$ cat src/rtl/systolic_pkg.sv
// Shared types and constants for the 2x2 systolic MAC controller.
package systolic_pkg;

  localparam int DATA_W = 8;
  localparam int ACC_W  = 16;

  typedef enum logic [2:0] {
    IDLE  = 3'd0,
    CLEAR = 3'd1,
    FEED  = 3'd2,
    DRAIN = 3'd3,
    DONE  = 3'd4
  } state_t;

  // One operand step: column k of A (a0, a1) and row k of B (b0, b1).
  typedef struct packed {
    logic [DATA_W-1:0] a0;
    logic [DATA_W-1:0] a1;
    logic [DATA_W-1:0] b0;
    logic [DATA_W-1:0] b1;
  } operands_t;

endpackage

$ cat src/rtl/systolic_ctrl_2x2_res_reg.sv
// Result register: captures the four accumulators once per job and holds
// them stable on a valid/ready port until the consumer accepts them.
module systolic_res_reg
  import systolic_pkg::*;
(
  input  logic             clk,
  input  logic             rst,
  input  logic             capture,
  input  logic [ACC_W-1:0] cap_c00,
  input  logic [ACC_W-1:0] cap_c01,
  input  logic [ACC_W-1:0] cap_c10,
  input  logic [ACC_W-1:0] cap_c11,
  input  logic             res_ready,
  output logic             res_valid,
  output logic [ACC_W-1:0] res_c00,
  output logic [ACC_W-1:0] res_c01,
  output logic [ACC_W-1:0] res_c10,
  output logic [ACC_W-1:0] res_c11
);

  // Capture has priority; data only moves on capture, so it is stable while valid.
  always_ff @(posedge clk or posedge rst) begin
    if (rst) begin
      res_valid <= 1'b0;
      res_c00   <= {ACC_W{1'b0}};
      res_c01   <= {ACC_W{1'b0}};
      res_c10   <= {ACC_W{1'b0}};
      res_c11   <= {ACC_W{1'b0}};
    end else begin
      if (capture) begin
        res_valid <= 1'b1;
        res_c00   <= cap_c00;
        res_c01   <= cap_c01;
        res_c10   <= cap_c10;
        res_c11   <= cap_c11;
      end else if (res_valid && res_ready) begin
        res_valid <= 1'b0;
      end else begin
        res_valid <= res_valid;
      end
    end
  end

endmodule

$ cat src/rtl/systolic_ctrl_2x2.sv
// Job sequencer for a 2x2 MAC array: clear, feed K operand steps, drain the
// PE pipeline, then present the captured accumulators on a result port.
module systolic_ctrl_2x2
  import systolic_pkg::*;
#(
  parameter int KW     = 8,
  parameter int PE_LAT = 1
) (
  input  logic              clk,
  input  logic              rst,
  input  logic              start,
  input  logic [KW-1:0]     k_len,
  output logic              busy,
  input  logic              in_valid,
  output logic              in_ready,
  input  logic [DATA_W-1:0] in_a0,
  input  logic [DATA_W-1:0] in_a1,
  input  logic [DATA_W-1:0] in_b0,
  input  logic [DATA_W-1:0] in_b1,
  output logic              arr_clr,
  output logic              arr_en,
  output logic [DATA_W-1:0] arr_a0,
  output logic [DATA_W-1:0] arr_a1,
  output logic [DATA_W-1:0] arr_b0,
  output logic [DATA_W-1:0] arr_b1,
  input  logic [ACC_W-1:0]  arr_c00,
  input  logic [ACC_W-1:0]  arr_c01,
  input  logic [ACC_W-1:0]  arr_c10,
  input  logic [ACC_W-1:0]  arr_c11,
  output logic              res_valid,
  input  logic              res_ready,
  output logic [ACC_W-1:0]  res_c00,
  output logic [ACC_W-1:0]  res_c01,
  output logic [ACC_W-1:0]  res_c10,
  output logic [ACC_W-1:0]  res_c11
);

  localparam int DRAIN_W = $clog2(PE_LAT + 2);

  state_t              state;
  state_t              next_state;
  logic [KW-1:0]       rem_cnt;
  logic [KW-1:0]       rem_next;
  logic [DRAIN_W-1:0]  drain_cnt;
  logic [DRAIN_W-1:0]  drain_next;
  logic                hs;
  logic                capture;
  operands_t           ops;

  assign arr_a0 = ops.a0;
  assign arr_a1 = ops.a1;
  assign arr_b0 = ops.b0;
  assign arr_b1 = ops.b1;

  // The array clear follows reset directly so the accumulators are held clear during it.
  assign arr_clr = rst | (state == CLEAR);

  // Next-state, counter and handshake decode.
  always_comb begin
    next_state = state;
    rem_next   = rem_cnt;
    drain_next = drain_cnt;
    hs         = 1'b0;
    capture    = 1'b0;
    case (state)
      IDLE: begin
        if (start) begin
          next_state = CLEAR;
          rem_next   = k_len;
        end else begin
          next_state = IDLE;
        end
      end
      CLEAR: begin
        drain_next = {DRAIN_W{1'b0}};
        if (rem_cnt != {KW{1'b0}}) begin
          next_state = FEED;
        end else begin
          next_state = DRAIN;
        end
      end
      FEED: begin
        if (in_valid && in_ready) begin
          hs       = 1'b1;
          rem_next = rem_cnt - KW'(1);
          if (rem_cnt == KW'(1)) begin
            next_state = DRAIN;
            drain_next = {DRAIN_W{1'b0}};
          end else begin
            next_state = FEED;
          end
        end else begin
          next_state = FEED;
        end
      end
      DRAIN: begin
        // Final arr_en plus PE_LAT cycles for the last product to land.
        if (drain_cnt == DRAIN_W'(PE_LAT)) begin
          capture    = 1'b1;
          next_state = DONE;
        end else begin
          drain_next = drain_cnt + DRAIN_W'(1);
        end
      end
      DONE: begin
        if (res_valid && res_ready) begin
          next_state = IDLE;
        end else begin
          next_state = DONE;
        end
      end
      default: begin
        next_state = IDLE;
      end
    endcase
  end

  // State, counters and registered control outputs.
  always_ff @(posedge clk or posedge rst) begin
    if (rst) begin
      state     <= IDLE;
      rem_cnt   <= {KW{1'b0}};
      drain_cnt <= {DRAIN_W{1'b0}};
      busy      <= 1'b0;
      in_ready  <= 1'b0;
      arr_en    <= 1'b0;
    end else begin
      state     <= next_state;
      rem_cnt   <= rem_next;
      drain_cnt <= drain_next;
      busy      <= (next_state != IDLE);
      in_ready  <= (next_state == FEED) && (rem_next != {KW{1'b0}});
      arr_en    <= hs;
    end
  end

  // Operand registers load only on an accepted step and otherwise hold.
  always_ff @(posedge clk or posedge rst) begin
    if (rst) begin
      ops <= {(4 * DATA_W){1'b0}};
    end else if (hs) begin
      ops <= {in_a0, in_a1, in_b0, in_b1};
    end else begin
      ops <= ops;
    end
  end

  systolic_res_reg u_res_reg (
    .clk       (clk),
    .rst       (rst),
    .capture   (capture),
    .cap_c00   (arr_c00),
    .cap_c01   (arr_c01),
    .cap_c10   (arr_c10),
    .cap_c11   (arr_c11),
    .res_ready (res_ready),
    .res_valid (res_valid),
    .res_c00   (res_c00),
    .res_c01   (res_c01),
    .res_c10   (res_c10),
    .res_c11   (res_c11)
  );

endmodule

$ cat config.mk
export PLATFORM = sky130hd
export DESIGN_NAME = systolic_ctrl_2x2
export DESIGN_NICKNAME = d
export VERILOG_FILES = /design/src/rtl/systolic_pkg.sv /design/src/rtl/systolic_ctrl_2x2_res_reg.sv /design/src/rtl/systolic_ctrl_2x2.sv
export SDC_FILE = /design/constraint.sdc
export NUM_CORES = 1
export LEC_CHECK = 0
export BUFFER_PORTS_ARGS = -buffer_cell sky130_fd_sc_hd__buf_2
export CAP_MARGIN = 20
export CELL_PAD_IN_SITES_DETAIL_PLACEMENT = 1
export CELL_PAD_IN_SITES_GLOBAL_PLACEMENT = 2
export CORE_ASPECT_RATIO = 0.7
export CORE_MARGIN = 8
export CORE_UTILIZATION = 30
export CTS_CLUSTER_SIZE = 12
export DETAILED_ROUTE_END_ITERATION = 10
export HOLD_SLACK_MARGIN = 0.1
export PLACE_DENSITY = 0.86
export SYNTH_ARGS = -nofsm -noshare
export SYNTH_HDL_FRONTEND = slang
export SYNTH_SLANG_ARGS = --single-unit
$ cat constraint.sdc
create_clock -name clk -period 4.2 [get_ports clk]
set_clock_uncertainty 0.2 [all_clocks]
set_input_delay 0.42 -clock clk [delete_from_list [all_inputs] [get_ports clk]]
set_output_delay 0.42 -clock clk [all_outputs]
set_load 0.005 [all_outputs]
=== Word level (Yosys, flattened, before mapping) ===
Index checks and enable logic that the tools add are counted.

* Muxes and demuxes: 20
* Bitwise logic cells: 1
* Eq/ne operators: 10
* Reductions and logical operators: 10
* Add/sub/neg operators: 2

{| class="wikitable"
|+ Operators by type and width
! cell !! count
|-
| $mux W8 || 2
|-
| $pmux W8 S2 || 1
|-
| $reduce_bool A8 Y1 || 2
|-
| $pmux W3 S5 || 1
|-
| $eq A3 B2 Y1 const B || 3
|-
| $mux W1 || 9
|-
| $mux W3 || 3
|-
| $eq A8 B1 Y1 const B || 1
|-
| $sub A8 B1 Y8 const B || 1
|-
| $mux W2 || 3
|-
| $ne A2 B2 Y1 const B || 3
|-
| $pmux W2 S3 || 1
|-
| $reduce_bool A3 Y1 || 2
|-
| $reduce_and A4 Y1 || 1
|-
| $eq A3 B1 Y1 const B || 1
|-
| $eq A3 B3 Y1 const B || 1
|-
| $logic_and A1 B1 Y1 || 3
|-
| $logic_not A3 Y1 || 1
|-
| $add A2 B1 Y2 const B || 1
|-
| $eq A2 B1 Y1 const B || 1
|-
| $reduce_bool A2 Y1 || 1
|-
| $or A1 B1 Y1 || 1
|}

* Bits in registers: 113
* Word-level logic and storage cells: 58
* Output and inout port bits: 101
* Bits of input ports: 109

=== Depth between registers and ports, before layout ===
Gate-level depths: netlist (run 1).

* Depth in word-level cells: 6
* Gate-level depth with buffers: 7
* Depth with buffers taken out: 7

=== Hierarchy ===
From an unflattened synthesis (run 1), not the netlist that was laid out.

* Cells, all modules: 319
* Area total of the unflattened synthesis: 4865.9 um^2

{| class="wikitable"
|+ Modules (own cells, without submodules)
! module !! sequential area each (um^2) !! cells an instance !! area each (um^2) !! times used
|-
| systolic_res_reg || 1626.6 || 139 || 2618.8 || 1
|-
| systolic_ctrl_2x2 || 1201.2 || 180 || 2247.2 || 1
|}

=== Least setup slack after synthesis (run 1) ===
No wires, ideal clock.

* Path type: input-to-output
* Start: input rst
* End: output arr_clr
* Buffers on the path: 0
* Arrival time: 3.218 ns
* Required time: 3.580 ns
* Path slack: 0.362 ns
* Stages on the path: 2
* Cell sequence: inv_1 -> o21ai_0

* Cells in the longest elaborated chain, start to end: 1

{| class="wikitable"
|+ RTL lines
! element !! line !! text
|-
| start: declaration || systolic_ctrl_2x2.sv:10 || <nowiki>input logic rst,</nowiki>
|-
| $or A1 B1 Y1 || systolic_ctrl_2x2.sv:56 || <nowiki>assign arr_clr = rst | (state == CLEAR);</nowiki>
|-
| end: declaration || systolic_ctrl_2x2.sv:20 || <nowiki>output logic arr_clr,</nowiki>
|}

Every way passes these cells.

=== Final worst setup path (run 1) ===
* Start: register state[1]
* End: register u_res_reg.res_c00[0]

* Cells in the longest elaborated chain, start to end: 2

{| class="wikitable"
|+ RTL lines
! element !! line !! text
|-
| start: declaration || systolic_ctrl_2x2.sv:40 || <nowiki>state_t state;</nowiki>
|-
| start signal: assignment || systolic_ctrl_2x2.sv:128 || <nowiki>state <= next_state;</nowiki>
|-
| $eq A3 B2 Y1 || systolic_ctrl_2x2.sv:65 || <nowiki>case (state)</nowiki>
|-
| $mux W1 || systolic_ctrl_2x2.sv:65 ||
|-
| end signal: assignment || systolic_ctrl_2x2_res_reg.sv:25 || <nowiki>res_c00 <= {ACC_W{1'b0}};</nowiki>
|-
| end signal: assignment || systolic_ctrl_2x2_res_reg.sv:32 || <nowiki>res_c00 <= cap_c00;</nowiki>
|-
| end: declaration || systolic_ctrl_2x2_res_reg.sv:15 || <nowiki>output logic [ACC_W-1:0] res_c00,</nowiki>
|}

Every way passes these cells.
A chain may end at the register's enable or synchronous reset.

==> flow_summary_export.csv, run 1 <==
group,metric,value,unit
critical_path,startpoint_type,"flop",
finish,nets,752,
route,dr_total_vias,3912,
clock_tree,cts_tree,"done",
sta,fin_tns_setup,0,ns
clock_tree,cts_max_level,4,
finish,multi_input_area,1717,um2
finish,final_cell_mix,"buf_2 (209), dfrtp_1 (113), dlygate4sd3_1 (101)",
power_and_ir_drop,pwr-share-clk,29.2,%
clock_tree,numCtsBuffers,17,
finish,drive_above_1_share,50.15,%
synthesis,ys_seq_elements,113,
power_and_ir_drop,p_switching,1676,uW
placed_design,place_hpwl,10540,um
finish,syn_to_final_growth,62.58,%
synthesis,postSynthCellCount,322,
die,coreArea,15310,um2
critical_path,critPathArrivalTime,2.86,ns
power_and_ir_drop,p_leak,0.003545,uW
global_route,top_usage_layer,"met2",
die,ios,210,
critical_path,cp_max_fo,34,
route,ant_nets,0,
die,initial_core_util,30.36,%
global_route,grt_start_max_net_pins,73,
synthesis,yosysWarnings,0,
placed_design,numPortBuffers,209,
power_and_ir_drop,swShare,31.07,%
route,dr.first_iter.drc_count,163,
critical_path,max_stage_delay,0.66,ns
outcome,outcome,"finished clean",
route,firstDrtPassIters,4,
sta,worst_slack,1.422,ns
sta,setup_viol,0,
route,drc,0,
finish,final-instance-count-excl-fill,854,
power_and_ir_drop,combPwrFrac,33.4,%
sta,rsz0062_at_grt,"false",
global_route,antenna_found_initial,2,
power_and_ir_drop,power.share.sequential,37.4,%
synthesis,synthesis.area,4648,um2
placed_design,place_inst,719,
synthesis,syn_nets,435,
placed_design,place_ws,1.415,ns
finish,seqCellArea,2828,um2
sta,clock.fmax,359.9,MHz
route,routed_wl,16250,um
finish,final_common_cell,"buf_2",
synthesis,ys.flop_type,"dfrtp_1",
global_route,grtUsageMet3,6.158,%
synthesis,yosysUniqueCellTypes,50,
power_and_ir_drop,ir_drop,0.0002966,V
global_route,grt.total_usage,16.48,%
global_route,grt_pass1_wl,25470,um
synthesis,ys_seq_area_share,60.83,%
synthesis,async_reset_ff_share,100.0,%
clock_tree,path_clk_slew,0.05,ns
route,wl_per_cell,19.02,um
clock_tree,cts_root_buffer,"clkbuf_16",
synthesis,synth_area_per_cell,14.44,um2
critical_path,cp_cell_sequence,"nand3b_1, or2_2, buf_4, mux2_2",
global_route,grt_pass1_vias,4596,
power_and_ir_drop,internal_power,3718,uW
clock_tree,clock-sinks,113,
global_route,grt_overflow,0,
synthesis,synth_edf_count,0,
sta,relSlewSlack,17.63,%
route,via_per_inst,4.581,
die,row_count,38,
hold_path,hold_class,"input port to flop",
global_route,grtUsageMet2,28.24,%
critical_path,critPathCaptureType,"flop",
finish,fillers,1586,
sta,hold_viol,0,
sta,fin_crit_sh,66.15,%
sta,period_needed,2.778,ns
clock_tree,cts_buffer_depth,2,
die,die_x,164.8,um
global_route,grt_use_met1,18.76,%
sta,tightest_slew,1.218,ns
die,dieHeight,120.1,um
power_and_ir_drop,powerDensity,713.7,nW/um2
critical_path,criticalPathCategory,"flop to flop",
placed_design,place_congestion,0.7364,
critical_path,cpMaxStageDelayCell,"or2_2",
sta,drv_slew,0,
critical_path,worstPathRequired,4.29,ns
clock_tree,clock_latency,0.40,ns
die,dieArea,19800,um2
flow_run,cap_violations,0,
[critical path, delay by kind of cell (launching register included)]
family / cells / cell delay [ns]
AND/OR/NAND/NOR: 2 / 0.91
flip-flops: 1 / 0.61
buffers and inverters: 1 / 0.51
multiplexers: 1 / 0.40
[power by group through the flow]
stage	registers, uW	logic, uW	clock network, uW
4_1_cts	1990	1800	1610
3_5_place_dp	2000	1720	0
6_report	2020	1800	1570
5_1_grt	2090	1980	1660
3_3_place_gp	1960	1660	0
2_1_floorplan	1970	884	0
[registers in the layout, summed over array words and instances (netlist names)]
signal,cells
u_res_reg.res_c11,16
u_res_reg.res_c01,16
arr_a0,8
arr_en,1
in_ready,1
arr_b0,8
busy,1
arr_b1,8
state,3
u_res_reg.res_c00,16
arr_a1,8
drain_cnt,2
u_res_reg.res_c10,16
rem_cnt,8
u_res_reg.res_valid,1
[worst paths after layout]
kind | startpoint | endpoint | slack (ns) | cells past startpoint
min reg2reg | u_res_reg.res_c10[1] | u_res_reg.res_c10[1] | 0.28 | 1
min in group asynchronous | rst | u_res_reg.res_c00[3] | 0.45 | 3
max reg2reg | state[1] | u_res_reg.res_c00[0] | 1.42 | 4
max in group asynchronous | rst | arr_b0[4] | 2.02 | 4
max | state[1] | u_res_reg.res_c00[0] | 1.42 | 4
min | k_len[2] | rem_cnt[2] | 0.13 | 3
[timing repair]
item	4_1_cts	5_1_grt
buffers inserted	0	0
hold endpoints to repair	141	0
hold buffers	101	0
gates resized for setup	0	0
[stage by stage]
stage | hold slack (ns) | area (um2) | power [uW] | utilization [%]
floorplan | 0.2793 | 4648 | 2856 | -
global placement | 0.2646 | 5896 | 3619 | 38.51
detailed placement | 0.2769 | 5896 | 3723 | 38.51
CTS | 0.1125 | 7552 | 5403 | 49.33
global route | 0.1421 | 7557 | 5732 | 49.36
finish | 0.1283 | 7557 | 5394 | 49.36
[routing by layer]
layer | up-vias | part of all wire [%]
met5 | - | 0
met4 | 0 | 1.1
met3 | 14 | 8.9
met2 | 162 | 50
met1 | 1927 | 40
li1 | 1809 | -
[Yosys cell counts, types with 4 or more instances]
cell       n  area (um2)
dfrtp_1  113        2828
mux2_2    79       889.6
mux2_1    19       214.0
buf_2     11       55.05
inv_1      9       33.78
nand2_1    9       33.78
nor2_1     8       30.03
o21ai_0    6       30.03
ha_1       4       50.05
[logic make-up after synthesis]
kind of cell               count (synthesis)  synth area share [%]
AOI/OAI and AO/OA                         29                 4.361
adders and majority gates                  4                 1.077
buffers and inverters                     24                 2.234
DFF                                      113                 60.83
muxes                                     98                 23.74
and+or+nand+nor                           54                 7.753
[cell type report]
cell class,count,share of cell area [%]
Multi-Input combinational cell,185,22.72
Antenna cell,2,0.06623
Timing Repair Buffer,312,27.42
Tap cell,200,3.311
Inverter,10,0.5298
Sequential cell,113,37.42
Clock inverter,10,2.401
Clock buffer,22,6.142
No activity file was read; power rests on OpenSTA's default activity.
==> run 2, diff against run 1 <==
--- a/config.mk
+++ b/config.mk
@@ -11,11 +11,11 @@
 export CELL_PAD_IN_SITES_GLOBAL_PLACEMENT = 2
 export CORE_ASPECT_RATIO = 0.7
 export CORE_MARGIN = 8
-export CORE_UTILIZATION = 30
+export CORE_UTILIZATION = 27
 export CTS_CLUSTER_SIZE = 12
 export DETAILED_ROUTE_END_ITERATION = 10
 export HOLD_SLACK_MARGIN = 0.1
-export PLACE_DENSITY = 0.86
+export PLACE_DENSITY = 0.82
 export SYNTH_ARGS = -nofsm -noshare
 export SYNTH_HDL_FRONTEND = slang
 export SYNTH_SLANG_ARGS = --single-unit
==> constraint.sdc (replaced) <==
create_clock -name clk -period 2.55 [get_ports clk]
set_clock_uncertainty 0.2 [all_clocks]
set_input_delay 0.255 -clock clk [delete_from_list [all_inputs] [get_ports clk]]
set_output_delay 0.255 -clock clk [all_outputs]
set_load 0.005 [all_outputs]
==> flow_summary_export.csv, run 2 (synthesis results as in run 1) <==
group,metric,value,unit
power_and_ir_drop,ir_drop,0.0004149,V
route,routed_wl,16090,um
die,initial_core_util,27.32,%
power_and_ir_drop,powerDensity,1125,nW/um2
finish,drive_above_1_share,50.60,%
critical_path,critPathArrivalTime,2.38,ns
clock_tree,clock_latency,0.40,ns
placed_design,place_ws,0.2515,ns
global_route,grt.total_usage,14.94,%
clock_tree,cts_root_buffer,"clkbuf_16",
finish,nets,763,
clock_tree,cts_buffer_depth,2,
route,drc,0,
critical_path,worstReg2RegEnd,"in_ready",
critical_path,criticalPathCategory,"flop to flop",
die,die_x,172.8,um
global_route,grt_overflow,0,
critical_path,path_depth,5,
die,dieArea,21740,um2
global_route,grt_pass1_vias,4536,
sta,tightest_slew,0.6145,ns
sta,relSlewSlack,59.03,%
die,coreArea,17020,um2
critical_path,r2r-start,"state[2]",
route,dr_total_vias,3941,
critical_path,path_buf_inv,0,
critical_path,cp_max_fo,14,
critical_path,startpoint_type,"flop",
sta,setup_viol,0,
global_route,grt_pass1_wl,26050,um
hold_path,hold_start,"in_valid",
die,row_count,40,
placed_design,numPortBuffers,209,
power_and_ir_drop,power.total,8590,uW
critical_path,startpoint,"state[2]",
sta,period_needed,2.315,ns
critical_path,cpMaxStageDelayCell,"or4b_1",
route,firstDrtPassIters,4,
clock_tree,clock-sinks,113,
finish,final_common_cell,"buf_2",
sta,rsz0062_at_grt,"false",
flow_run,cap_violations,0,
critical_path,max_stage_delay,0.70,ns
sta,hold_viol,0,
finish,final_cell_mix,"buf_2 (209), dfrtp_1 (113), dlygate4sd3_1 (105)",
clock_tree,cts_tree,"done",
critical_path,cp_cell_sequence,"or4b_1, o21ai_0, o221ai_1, nor4_1, a31oi_1",
outcome,outcome,"finished clean",
die,dieHeight,125.8,um
route,wl_per_cell,18.02,um
sta,worst_slack,0.2354,ns
power_and_ir_drop,p_leak,0.003567,uW
finish,final_util,44.87,%
critical_path,crit_family,"simple AND/OR/NAND/NOR gates",
hold_path,hold_class,"input port to flop",
placed_design,place_congestion,0.8188,
route,dr.first_iter.drc_count,184,
finish,antenna_cells,0,
die,ios,210,
global_route,antenna_found_initial,0,
critical_path,reg2reg_setup_slack,0.24,ns
clock_tree,path_clk_slew,0.06,ns
sta,drv_slew,0,
clock_tree,postCtsSetupRepairBufs,0,
placed_design,place_hpwl,10180,um
critical_path,critPathCaptureType,"flop",
finish,syn_to_final_growth,64.25,%
route,ant_nets,0,
critical_path,worstPathRequired,2.62,ns
sta,fin_crit_sh,90.77,%
clock_tree,cts_resized,0,
critical_path,timing.critical_path.to,"in_ready",
global_route,grt_start_max_net_pins,114,
sta,clock.fmax,432.0,MHz
clock_tree,cts_max_level,4,
sta,fin_tns_setup,0,ns
clock_tree,numCtsBuffers,17,
route,via_per_inst,4.413,
critical_path,rr_worst_depth,5,
-- run 2: cell count changes in the layout (fill, tap and decap cells not counted), sizes merged --
| cell | delta |
|---|---|
| buf | +7 |
| dlygate4sd3 | +4 |
| bufinv | -3 |
| clkinv | +3 |
| clkbuf | -2 |
| clkinvlp | +2 |
| diode | -2 |
| inv | -1 |
-- run 2: report_power, final --
part	leakage (uW)	switching (uW)	internal (uW)	total, uW
clock	0.000281	813	1470	2290
combinational	0.00196	1330	1700	3030
sequential	0.00133	579	2700	3280
-- run 2: worst min path at each step --
stage | end | slack (ns) | depth (start not counted)
finish | rem_cnt[7] | 0.19 | 4
global route | rem_cnt[7] | 0.20 | 4
CTS | rem_cnt[7] | 0.16 | 4
detailed placement | u_res_reg.res_c01[8] | 0.28 | 2
global placement | arr_b0[7] | 0.27 | 1
floorplan | u_res_reg.res_valid | 0.16 | 1
-- run 2: worst reg2reg max path, cell delays in order (launching register included) --
cell and delay, ns:
dfrtp_1 0.52, or4b_1 0.70, o21ai_0 0.15, o221ai_1 0.19
nor4_1 0.28, a31oi_1 0.13
-- run 2: stage by stage --
step	std cells	hold WS (ns)	cell area, um2
floorplan	322	0.1622	4652
global placement	757	0.2665	6013
detailed placement	757	0.2751	6013
CTS	893	0.1597	7635
global route	893	0.1984	7635
finish	893	0.1901	7635
-- run 2: area by class of cell --
cell class | count | area (um2)
clock inverter | 11 | 113.9
timing repair buffer | 323 | 2190
tap | 231 | 289.0
clock buffer | 20 | 456.7
multi-input combinational | 185 | 1717
inverter | 10 | 41.29
sequential | 113 | 2828
fill | 1842 | 9382
-- run 2: timing repair --
item	4_1_cts	5_1_grt
hold endpoints to repair	218	0
setup endpoints to repair	0	0
hold buffers	105	0
-- run 2: per-layer routing --
metal	up-vias	track usage, %	wire [um]	share of wire (%)
met5	-	0	0	0
met4	0	3.893	219	1.4
met3	14	6.030	1199	7.4
met2	162	24.15	7541	47
met1	1942	18.29	7133	44
li1	1823	-	-	-
==> run 3, diff against run 2 <==
--- a/config.mk
+++ b/config.mk
@@ -16,6 +16,7 @@
 export DETAILED_ROUTE_END_ITERATION = 10
 export HOLD_SLACK_MARGIN = 0.1
 export PLACE_DENSITY = 0.82
+export SETUP_SLACK_MARGIN = 0.5
 export SYNTH_ARGS = -nofsm -noshare
 export SYNTH_HDL_FRONTEND = slang
 export SYNTH_SLANG_ARGS = --single-unit
==> flow_summary_export.csv, run 3 (synthesis results as in run 1) <==
group,metric,value,unit
critical_path,startpoint_type,"flop",
route,via_per_inst,4.441,
sta,tightest_slew,0.6128,ns
finish,syn_to_final_growth,67.86,%
critical_path,critPathCaptureType,"flop",
route,firstDrtPassIters,4,
power_and_ir_drop,powerDensity,1131,nW/um2
route,dr.first_iter.drc_count,144,
die,die_x,172.8,um
global_route,antenna_found_initial,0,
die,ios,210,
finish,final_cell_mix,"buf_2 (209), dfrtp_1 (109), dlygate4sd3_1 (105)",
die,initial_core_util,27.32,%
sta,period_needed,2.102,ns
hold_path,hold_class,"input port to flop",
sta,drv_slew,0,
route,drc,0,
global_route,grt_pass1_vias,4616,
route,wl_per_cell,18.09,um
die,row_count,40,
clock_tree,path_clk_slew,0.05,ns
clock_tree,cts_tree,"done",
global_route,grt_pass1_wl,26510,um
die,dieHeight,125.8,um
clock_tree,cts_max_level,4,
power_and_ir_drop,ir_drop,0.0004194,V
finish,final_common_cell,"buf_2",
clock_tree,clock-sinks,113,
global_route,grt_overflow,0,
finish,fillers,1821,
placed_design,placed_cell_area,6013,um2
placed_design,place_congestion,0.8188,
die,dieArea,21740,um2
sta,fin_crit_sh,82.43,%
clock_tree,clock_latency,0.40,ns
critical_path,worstPathRequired,2.61,ns
critical_path,critPathArrivalTime,2.17,ns
flow_run,cap_violations,0,
die,coreArea,17020,um2
critical_path,cp_max_fo,4,
route,ant_nets,0,
finish,final_area,7802,um2
finish,multi_input_area,1797,um2
route,routed_wl,16340,um
power_and_ir_drop,p_leak,0.003639,uW
sta,setup_viol,0,
global_route,grt.total_usage,15.15,%
route,dr_total_vias,4010,
sta,hold_viol,0,
sta,finalHoldWorstSlack,0.2077,ns
sta,clock.fmax,475.7,MHz
clock_tree,cts_root_buffer,"clkbuf_16",
clock_tree,numCtsBuffers,17,
power_and_ir_drop,power.total,8825,uW
placed_design,place_hpwl,10180,um
finish,antenna_cells,0,
clock_tree,cts_buffer_depth,2,
outcome,outcome,"finished clean",
placed_design,numPortBuffers,209,
global_route,grt_start_max_net_pins,114,
critical_path,criticalPathCategory,"flop to flop",
finish,seqCellArea,2833,um2
sta,relSlewSlack,59.15,%
finish,nets,773,
sta,rsz0062_at_grt,"true",
finish,drive_above_1_share,53.87,%
finish,final_util,45.85,%
## run 3: cell count changes in the layout (fill, tap and decap cells not counted), moves of 2 or more
cell and change:
dfrtp_2 +4, buf_4 +8, inv_2 +2, nor4_1 -2
inv_1 -2, dfrtp_1 -4, buf_6 +2
## run 3: what timing repair did
action                                  4_1_cts  5_1_grt
endpoints found under the setup margin       84       98
hold endpoints to repair                    218        0
hold buffers                                105        0
pin swaps                                     6        0
resized for setup                            12       12
setup buffers                                 9        1
## run 3: layout make-up
class	count	share of cell area, %
tap	231	3.704
clock inverter	11	1.459
sequential	113	36.31
inverter	10	0.5292
timing repair buffer	333	29.12
multi-input combinational	185	23.03
clock buffer	20	5.853
## run 3: final timing paths
path | from | to | slack (ns) | cells past startpoint
hold / removal | in_valid | rem_cnt[0] | 0.21 | 4
max in group asynchronous | rst | u_res_reg.res_c10[6] | 1.29 | 4
setup reg to reg | rem_cnt[4] | in_ready | 0.45 | 5
min in group asynchronous | rst | arr_a1[6] | 0.39 | 4
hold reg to reg | u_res_reg.res_c01[8] | u_res_reg.res_c01[8] | 0.29 | 1
setup / recovery | rem_cnt[4] | in_ready | 0.45 | 5
## run 3: per-layer routing
layer	GRT usage (%)	share of wire, %	vias to the layer above
met5	0	0	-
met4	4.146	1.5	0
met3	6.030	7.5	16
met2	24.40	47	178
met1	18.60	44	1976
li1	-	-	1840
## run 3: power by group
part	switching [uW]	internal, uW
registers	575	2700
clock network	812	1470
logic	1420	1840
total	2810	6020
## run 3: through the flow
step                      setup slack, ns  instances   TNS, ns
after CTS                          0.4709        902         0
after global routing               0.3748        903         0
after global placement             0.3366        757         0
after floorplan                  -0.09040        322  -0.09040
after detailed placement           0.2515        757         0
final                              0.4480        903         0
## run 3: critical path, cell delays in order, from the launching register on
cell	delay (ns)
dfrtp_1	0.42
or3_1	0.40
or4_1	0.51
and4_4	0.17
a21oi_2	0.14
a31oi_1	0.12
